==> src/rtl/eth_mdio_pkg.sv <==
// ============================================================================
// Module  : eth_mdio_pkg
// Purpose : Clause 22 MDIO frame codes, field bit counts and master FSM states.
// Revision: 1.0 - initial release
// ============================================================================
`default_nettype none

package eth_mdio_pkg;

    localparam logic [1:0] c_st       = 2'b01;
    localparam logic [1:0] c_op_read  = 2'b10;
    localparam logic [1:0] c_op_write = 2'b01;
    localparam logic [1:0] c_ta_write = 2'b10;

    localparam int c_hdr_bits  = 14;
    localparam int c_ta_bits   = 2;
    localparam int c_data_bits = 16;

    typedef enum logic [2:0] {
        S_IDLE       = 3'd0,
        S_PREAMBLE   = 3'd1,
        S_HEADER     = 3'd2,
        S_TURNAROUND = 3'd3,
        S_DATA       = 3'd4,
        S_FINISH     = 3'd5
    } mdio_state_e;

endpackage

`default_nettype wire

==> src/rtl/eth_mdc_gen.sv <==
// ============================================================================
// Module  : eth_mdc_gen
// Purpose : MDC divider with strobes marking the start of the low phase and
//           the 0->1 transition cycle.
// Revision: 1.0 - initial release
// ============================================================================
`default_nettype none

module eth_mdc_gen #(
    parameter int CLK_DIV = 10
) (
    input  logic clk,
    input  logic rst,
    input  logic en,
    input  logic restart,
    output logic mdc,
    output logic fall_stb,
    output logic rise_stb
);

    localparam int                 c_cnt_w    = $clog2(CLK_DIV);
    localparam logic [c_cnt_w-1:0] c_cnt_last = c_cnt_w'(CLK_DIV - 1);

    logic [c_cnt_w-1:0] r_cnt;
    logic               r_mdc;
    logic               w_wrap;

    assign w_wrap = en && (r_cnt == c_cnt_last);

    // Idle holds phase 0 so the first bit of a frame gets a full low phase.
    always_ff @(posedge clk or posedge rst) begin
        if (rst) begin
            r_cnt <= '0;
            r_mdc <= 1'b0;
        end else if (!en || restart) begin
            r_cnt <= '0;
            r_mdc <= 1'b0;
        end else if (w_wrap) begin
            r_cnt <= '0;
            r_mdc <= ~r_mdc;
        end else begin
            r_cnt <= r_cnt + c_cnt_w'(1);
        end
    end

    assign mdc      = r_mdc;
    assign rise_stb = w_wrap && !r_mdc;
    assign fall_stb = w_wrap && r_mdc;

endmodule

`default_nettype wire

==> src/rtl/eth_mdio_master.sv <==
// ============================================================================
// Module  : eth_mdio_master
// Purpose : IEEE 802.3 Clause 22 MDIO master, single read/write transactions.
// Revision: 1.0 - initial release
// ============================================================================
`default_nettype none

module eth_mdio_master
    import eth_mdio_pkg::*;
#(
    parameter int CLK_DIV       = 10,
    parameter int PREAMBLE_BITS = 32
) (
    input  logic        clk,
    input  logic        rst,
    input  logic        start,
    input  logic        wr_en,
    input  logic [4:0]  phy_addr,
    input  logic [4:0]  reg_addr,
    input  logic [15:0] wr_data,
    output logic        busy,
    output logic        done,
    output logic [15:0] rd_data,
    output logic        rd_err,
    output logic        mdc,
    output logic        mdio_o,
    output logic        mdio_oe,
    input  logic        mdio_i
);

    localparam logic [5:0] c_pre_last  = 6'(PREAMBLE_BITS - 1);
    localparam logic [5:0] c_hdr_last  = 6'(c_hdr_bits - 1);
    localparam logic [5:0] c_ta_last   = 6'(c_ta_bits - 1);
    localparam logic [5:0] c_data_last = 6'(c_data_bits - 1);

    mdio_state_e r_state, w_state_nxt;
    logic [5:0]  r_bit, w_bit_nxt;
    logic [31:0] r_tx, w_tx_nxt;
    logic [15:0] r_rx, w_rx_nxt;
    logic [15:0] r_rd_data, w_rd_data_nxt;
    logic        r_wr, w_wr_nxt;
    logic        r_mdio_o, w_mdio_o_nxt;
    logic        r_mdio_oe, w_mdio_oe_nxt;
    logic        r_busy, w_busy_nxt;
    logic        r_done, w_done_nxt;
    logic        r_rd_err, w_rd_err_nxt;

    logic        w_accept, w_run, w_mdc, w_fall, w_rise;
    logic [31:0] w_frame;

    assign w_accept = start && !r_busy;
    assign w_run    = (r_state == S_PREAMBLE) || (r_state == S_HEADER) ||
                      (r_state == S_TURNAROUND) || (r_state == S_DATA);
    // Everything after the preamble; for reads the TA/data part is never driven.
    assign w_frame  = {c_st, (wr_en ? c_op_write : c_op_read), phy_addr, reg_addr,
                       c_ta_write, wr_data};

    eth_mdc_gen #(
        .CLK_DIV (CLK_DIV)
    ) u_mdc_gen (
        .clk      (clk),
        .rst      (rst),
        .en       (w_run),
        .restart  (w_accept),
        .mdc      (w_mdc),
        .fall_stb (w_fall),
        .rise_stb (w_rise)
    );

    always_ff @(posedge clk or posedge rst) begin
        if (rst) begin
            r_state   <= S_IDLE;
            r_bit     <= '0;
            r_tx      <= '0;
            r_rx      <= '0;
            r_rd_data <= '0;
            r_wr      <= 1'b0;
            r_mdio_o  <= 1'b1;
            r_mdio_oe <= 1'b0;
            r_busy    <= 1'b0;
            r_done    <= 1'b0;
            r_rd_err  <= 1'b0;
        end else begin
            r_state   <= w_state_nxt;
            r_bit     <= w_bit_nxt;
            r_tx      <= w_tx_nxt;
            r_rx      <= w_rx_nxt;
            r_rd_data <= w_rd_data_nxt;
            r_wr      <= w_wr_nxt;
            r_mdio_o  <= w_mdio_o_nxt;
            r_mdio_oe <= w_mdio_oe_nxt;
            r_busy    <= w_busy_nxt;
            r_done    <= w_done_nxt;
            r_rd_err  <= w_rd_err_nxt;
        end
    end

    // Outputs change on fall_stb, i.e. the first cycle of the next low phase.
    always_comb begin
        w_state_nxt   = r_state;
        w_bit_nxt     = r_bit;
        w_tx_nxt      = r_tx;
        w_rx_nxt      = r_rx;
        w_rd_data_nxt = r_rd_data;
        w_wr_nxt      = r_wr;
        w_mdio_o_nxt  = r_mdio_o;
        w_mdio_oe_nxt = r_mdio_oe;
        w_busy_nxt    = r_busy;
        w_done_nxt    = 1'b0;
        w_rd_err_nxt  = r_rd_err;
        case (r_state)
            S_IDLE: begin
                w_mdio_o_nxt  = 1'b1;
                w_mdio_oe_nxt = 1'b0;
                w_busy_nxt    = 1'b0;
                if (w_accept) begin
                    w_wr_nxt      = wr_en;
                    w_busy_nxt    = 1'b1;
                    w_rd_err_nxt  = 1'b0;
                    w_bit_nxt     = '0;
                    w_mdio_oe_nxt = 1'b1;
                    if (PREAMBLE_BITS == 0) begin
                        w_state_nxt  = S_HEADER;
                        w_mdio_o_nxt = w_frame[31];
                        w_tx_nxt     = {w_frame[30:0], 1'b1};
                    end else begin
                        w_state_nxt  = S_PREAMBLE;
                        w_tx_nxt     = w_frame;
                    end
                end
            end
            S_PREAMBLE: begin
                if (w_fall) begin
                    if (r_bit == c_pre_last) begin
                        w_state_nxt  = S_HEADER;
                        w_bit_nxt    = '0;
                        w_mdio_o_nxt = r_tx[31];
                        w_tx_nxt     = {r_tx[30:0], 1'b1};
                    end else begin
                        w_bit_nxt = r_bit + 6'd1;
                    end
                end
            end
            S_HEADER: begin
                if (w_fall) begin
                    w_mdio_o_nxt = r_tx[31];
                    w_tx_nxt     = {r_tx[30:0], 1'b1};
                    if (r_bit == c_hdr_last) begin
                        w_state_nxt   = S_TURNAROUND;
                        w_bit_nxt     = '0;
                        w_mdio_oe_nxt = r_wr;
                        if (!r_wr) w_mdio_o_nxt = 1'b1;
                    end else begin
                        w_bit_nxt = r_bit + 6'd1;
                    end
                end
            end
            S_TURNAROUND: begin
                // A PHY that answers pulls the second TA bit low.
                if (w_rise && !r_wr && (r_bit == c_ta_last)) w_rd_err_nxt = mdio_i;
                if (w_fall) begin
                    w_mdio_o_nxt = r_wr ? r_tx[31] : 1'b1;
                    w_tx_nxt     = {r_tx[30:0], 1'b1};
                    if (r_bit == c_ta_last) begin
                        w_state_nxt = S_DATA;
                        w_bit_nxt   = '0;
                    end else begin
                        w_bit_nxt = r_bit + 6'd1;
                    end
                end
            end
            S_DATA: begin
                if (w_rise && !r_wr) w_rx_nxt = {r_rx[14:0], mdio_i};
                if (w_fall) begin
                    if (r_bit == c_data_last) begin
                        w_state_nxt   = S_FINISH;
                        w_bit_nxt     = '0;
                        w_mdio_o_nxt  = 1'b1;
                        w_mdio_oe_nxt = 1'b0;
                        w_done_nxt    = 1'b1;
                        if (!r_wr) w_rd_data_nxt = r_rx;
                    end else begin
                        w_bit_nxt    = r_bit + 6'd1;
                        w_mdio_o_nxt = r_wr ? r_tx[31] : 1'b1;
                        w_tx_nxt     = {r_tx[30:0], 1'b1};
                    end
                end
            end
            S_FINISH: begin
                w_state_nxt = S_IDLE;
                w_busy_nxt  = 1'b0;
            end
            default: w_state_nxt = S_IDLE;
        endcase
    end

    assign busy    = r_busy;
    assign done    = r_done;
    assign rd_data = r_rd_data;
    assign rd_err  = r_rd_err;
    assign mdc     = w_mdc;
    assign mdio_o  = r_mdio_o;
    assign mdio_oe = r_mdio_oe;

endmodule

`default_nettype wire

==> config.mk <==
export PLATFORM = sky130hd
export DESIGN_NAME = eth_mdio_master
export DESIGN_NICKNAME = d
export VERILOG_FILES = /design/src/rtl/eth_mdio_pkg.sv /design/src/rtl/eth_mdc_gen.sv /design/src/rtl/eth_mdio_master.sv
export SDC_FILE = /design/constraint.sdc
export NUM_CORES = 1
export LEC_CHECK = 0
export CORE_UTILIZATION = 45
export DETAILED_ROUTE_END_ITERATION = 12
export GPL_TIMING_DRIVEN = 0
export PLACE_DENSITY_LB_ADDON = 0.05
export SLEW_MARGIN = 20
export SYNTH_ARGS = -nofsm -noshare
export SYNTH_HDL_FRONTEND = slang
export SYNTH_SLANG_ARGS = --single-unit
==> constraint.sdc <==
create_clock -name clk -period 3.25 [get_ports clk]
set_input_delay 0.4875 -clock clk [delete_from_list [all_inputs] [get_ports clk]]
set_output_delay 0.4875 -clock clk [all_outputs]
set_load 0.03 [all_outputs]
==> results.md <==
- Slew headroom: 0.598
- Initial Utilization: 0.469
- Setup crit start: r_bit[0]$_DFFE_PP0P_
- Crit-path cells: ha_1, nand3_2, or3_1, a31oi_1, o32a_2, buf_6, mux2_2
- Ports: 53
- Synth warn: 0
- # Post-CTS Setup Buffers: 0
- H-tree Lvls: 3
- Syn-to-layout area delta: 21.5%
- Max FO, Critical Path: 10
- Max_cap viols: 0
- Core Util, Final: 0.570
- Grt ovf: 0
- Worst setup EP type: register
- Routed Antenna Nets: 0
- Post_cts resized: 0
- # rows: 34
- Max VDD drop: 360 µV
- Synth cell types: 56
- Final TNS setup: 0 ns
- CTS Hold Bufs: 0
- Most frequent cells in the layout: 85 x mux2_2, 83 x dfrtp_1, 52 x clkdlybuf4s50_1
- Clock sinks: 84
- Combinational share of power: 0.283
- Post-synthesis sequential area ratio: 0.509
- Synth Cell Area: 4130 µm²
- RePlAce Congestion: 0.881
- Slowest CP cell: or3_1
- Power Density: 625 nW/µm²
- Sw Ratio: 0.288
- Worst setup SP type: register
- Syn Nets: 365
- #FFs+latches synth: 84
- CP Data Required Time: 3.49 ns
- Synthesized instance count: 330
- I/O Buffers: 52
- Synthesized area per cell: 12.5 µm²
- Fmax: 411 MHz
- DP HPWL: 5310 µm
- Fraction of layout cells with a size suffix above 1: 0.308
- CP max stage delay: 0.46 ns
- Largest net degree at the start of global routing: 49
- Clk root buf: clkbuf_8
- Die height: 97.8 µm
- Initial antenna violation count: 0
- Layout Nets: 429
- Die area: 9570 µm²
- Crit path time final: 2.44 ns
- Commonest non-fill, non-tap cell in the layout: mux2_2
- Critical R2R Launch: r_bit[0]$_DFFE_PP0P_
- Residual DRC: 6
- Met1 WL: 3680 µm
- Via count: 2,694
- Top sig layer: met4
- Drt first-iter violations: 117
- CTS tree: done
- Post-Route WL: 7730 µm
- Reg clk slew, reported paths: 0.09 ns
- FFs w/ async S/R, synth: 1.00
- Failing checks: DRC
- TritonRoute pass-1 iters: 8
- Final Hold Viols: 0
- Delay-heaviest family, CP: simple AND/OR/NAND/NOR gates
- Post-synth EDFFs: 0
- Unrepaired setup endpoints after global routing: false
- CORE AREA: 8810 µm²
- CTS Buffer Depth: 2
- Die X-Extent: 97.8 µm
- Worst slew pin tran: 0.603 ns
- Skew-Pair Late Insertion Delay: 0.36 ns
- Synth Flop Type: dfrtp_1
- First-pass GRT wire length: 13,800 µm
- Slew Limit Fails: 0
- Worst clock skew: 0.0112 ns
- Sequential Power Share: 0.468
- Period utilization: 0.749
- Outcome: complete, but fails checks
- Internal power: 2230 µW
- Wirelength per Cell: 15.3 µm
- WS Path Type: reg2reg
- Hold crit path type: reg2reg
- WP buf/inv: 1
- Clock power frac: 0.249
- Arr. time, crit path: 2.67 ns
- CTS Buf Count: 9
- Psw: 903 µW
- Hold_sp: u_mdc_gen.r_cnt[0]$_DFF_PP0_
- Final setup fails: 0
- Met2 routed WL: 3480 µm
- Via/cell ratio: 5.31
- Pleak: 0.00223 µW
- Antenna fix cells: 0
- Global-route usage over all layers: 0.182
- Length of routed met3 wiring: 418 µm
- Vias in the first global route: 2,877
- Fill cells: 746
- Worst hold-check slack: 0.496 ns
## power by group through the flow
stage	combinational, µW	sequential [µW]	clock, µW
after global routing	997	1510	852
after global placement	877	1480	0
after floorplan	667	1490	0
after CTS	901	1470	811
after detailed placement	897	1490	0
final	888	1470	780
## path summary, 6_finish.rpt
kind                       slack (ns)  depth (start not counted)                            to
min in group asynchronous        0.56                          2       rd_data[12]$_DFFE_PP0P_
max                              0.81                          7          r_tx[14]$_DFFE_PP0P_
max in group asynchronous        2.01                          3            mdio_o$_DFFE_PP1P_
min reg2reg                      0.50                          1  u_mdc_gen.r_cnt[0]$_DFF_PP0_
max reg2reg                      0.81                          7          r_tx[14]$_DFFE_PP0P_
min                              0.50                          1  u_mdc_gen.r_cnt[0]$_DFF_PP0_
## layer usage
metal  global-route usage  vias to the layer above
met5                    0                        -
li1                     -                     1312
met2                0.282                       61
met3               0.0565                       16
met4               0.0664                        0
met1                0.240                     1305
## cell families (layout without fill, tap and decap cells)
family	Yosys count	in the layout	synth area share
fa+ha+maj	4	4	0.0121
simple gates	75	75	0.106
buf+inv	27	96	0.0345
mux	93	93	0.253
xor+xnor	4	4	0.0130
flops	84	84	0.509
compound gates	43	43	0.0727
## Yosys cell counts (4+ instances only)
cell / count / area, µm²
mux2_1: 5 / 56.3
dfrtp_1: 83 / 2080
clkbuf_1: 8 / 30.0
buf_6: 5 / 56.3
o21ai_0: 14 / 70.1
inv_1: 11 / 41.3
nor3_1: 4 / 20.0
mux2_2: 85 / 957
ha_1: 4 / 50.1
nand2_1: 19 / 71.3
nand3_1: 7 / 35.0
nor2_1: 15 / 56.3
o31ai_1: 4 / 30.0
o211ai_1: 6 / 45.0
a21oi_1: 5 / 25.0
## state kept, by name, indices dropped and copies added, names as in the netlist
register / cells
u_mdc_gen.r_cnt: 4
r_wr: 1
rd_data: 16
r_bit: 6
done: 1
mdio_oe: 1
mdio_o: 1
u_mdc_gen.mdc: 1
r_state: 3
r_tx: 32
rd_err: 1
busy: 1
r_rx: 16
## per-stage QoR
step | instances | setup WS (ns) | power [µW] | area [µm²]
6_report | 507 | 0.815 | 3140 | 5020
5_1_grt | 507 | 0.725 | 3360 | 5020
3_3_place_gp | 490 | -0.844 | 2360 | 4790
3_5_place_dp | 491 | 0.796 | 2390 | 4810
2_1_floorplan | 330 | 0.599 | 2150 | 4130
4_1_cts | 507 | 0.843 | 3180 | 5020
## area by class of cell
cell class	instances	area, µm²	area share
Tap cell	108	135	0.0269
Clock inverter	4	55.1	0.0110
Clock buffer	12	155	0.0309
Inverter	11	43.8	0.00873
Sequential cell	84	2100	0.419
Multi-Input combinational cell	219	1880	0.375
Buffer	16	101	0.0202
Timing Repair Buffer	53	541	0.108
Power figures use the tool's default switching activity.
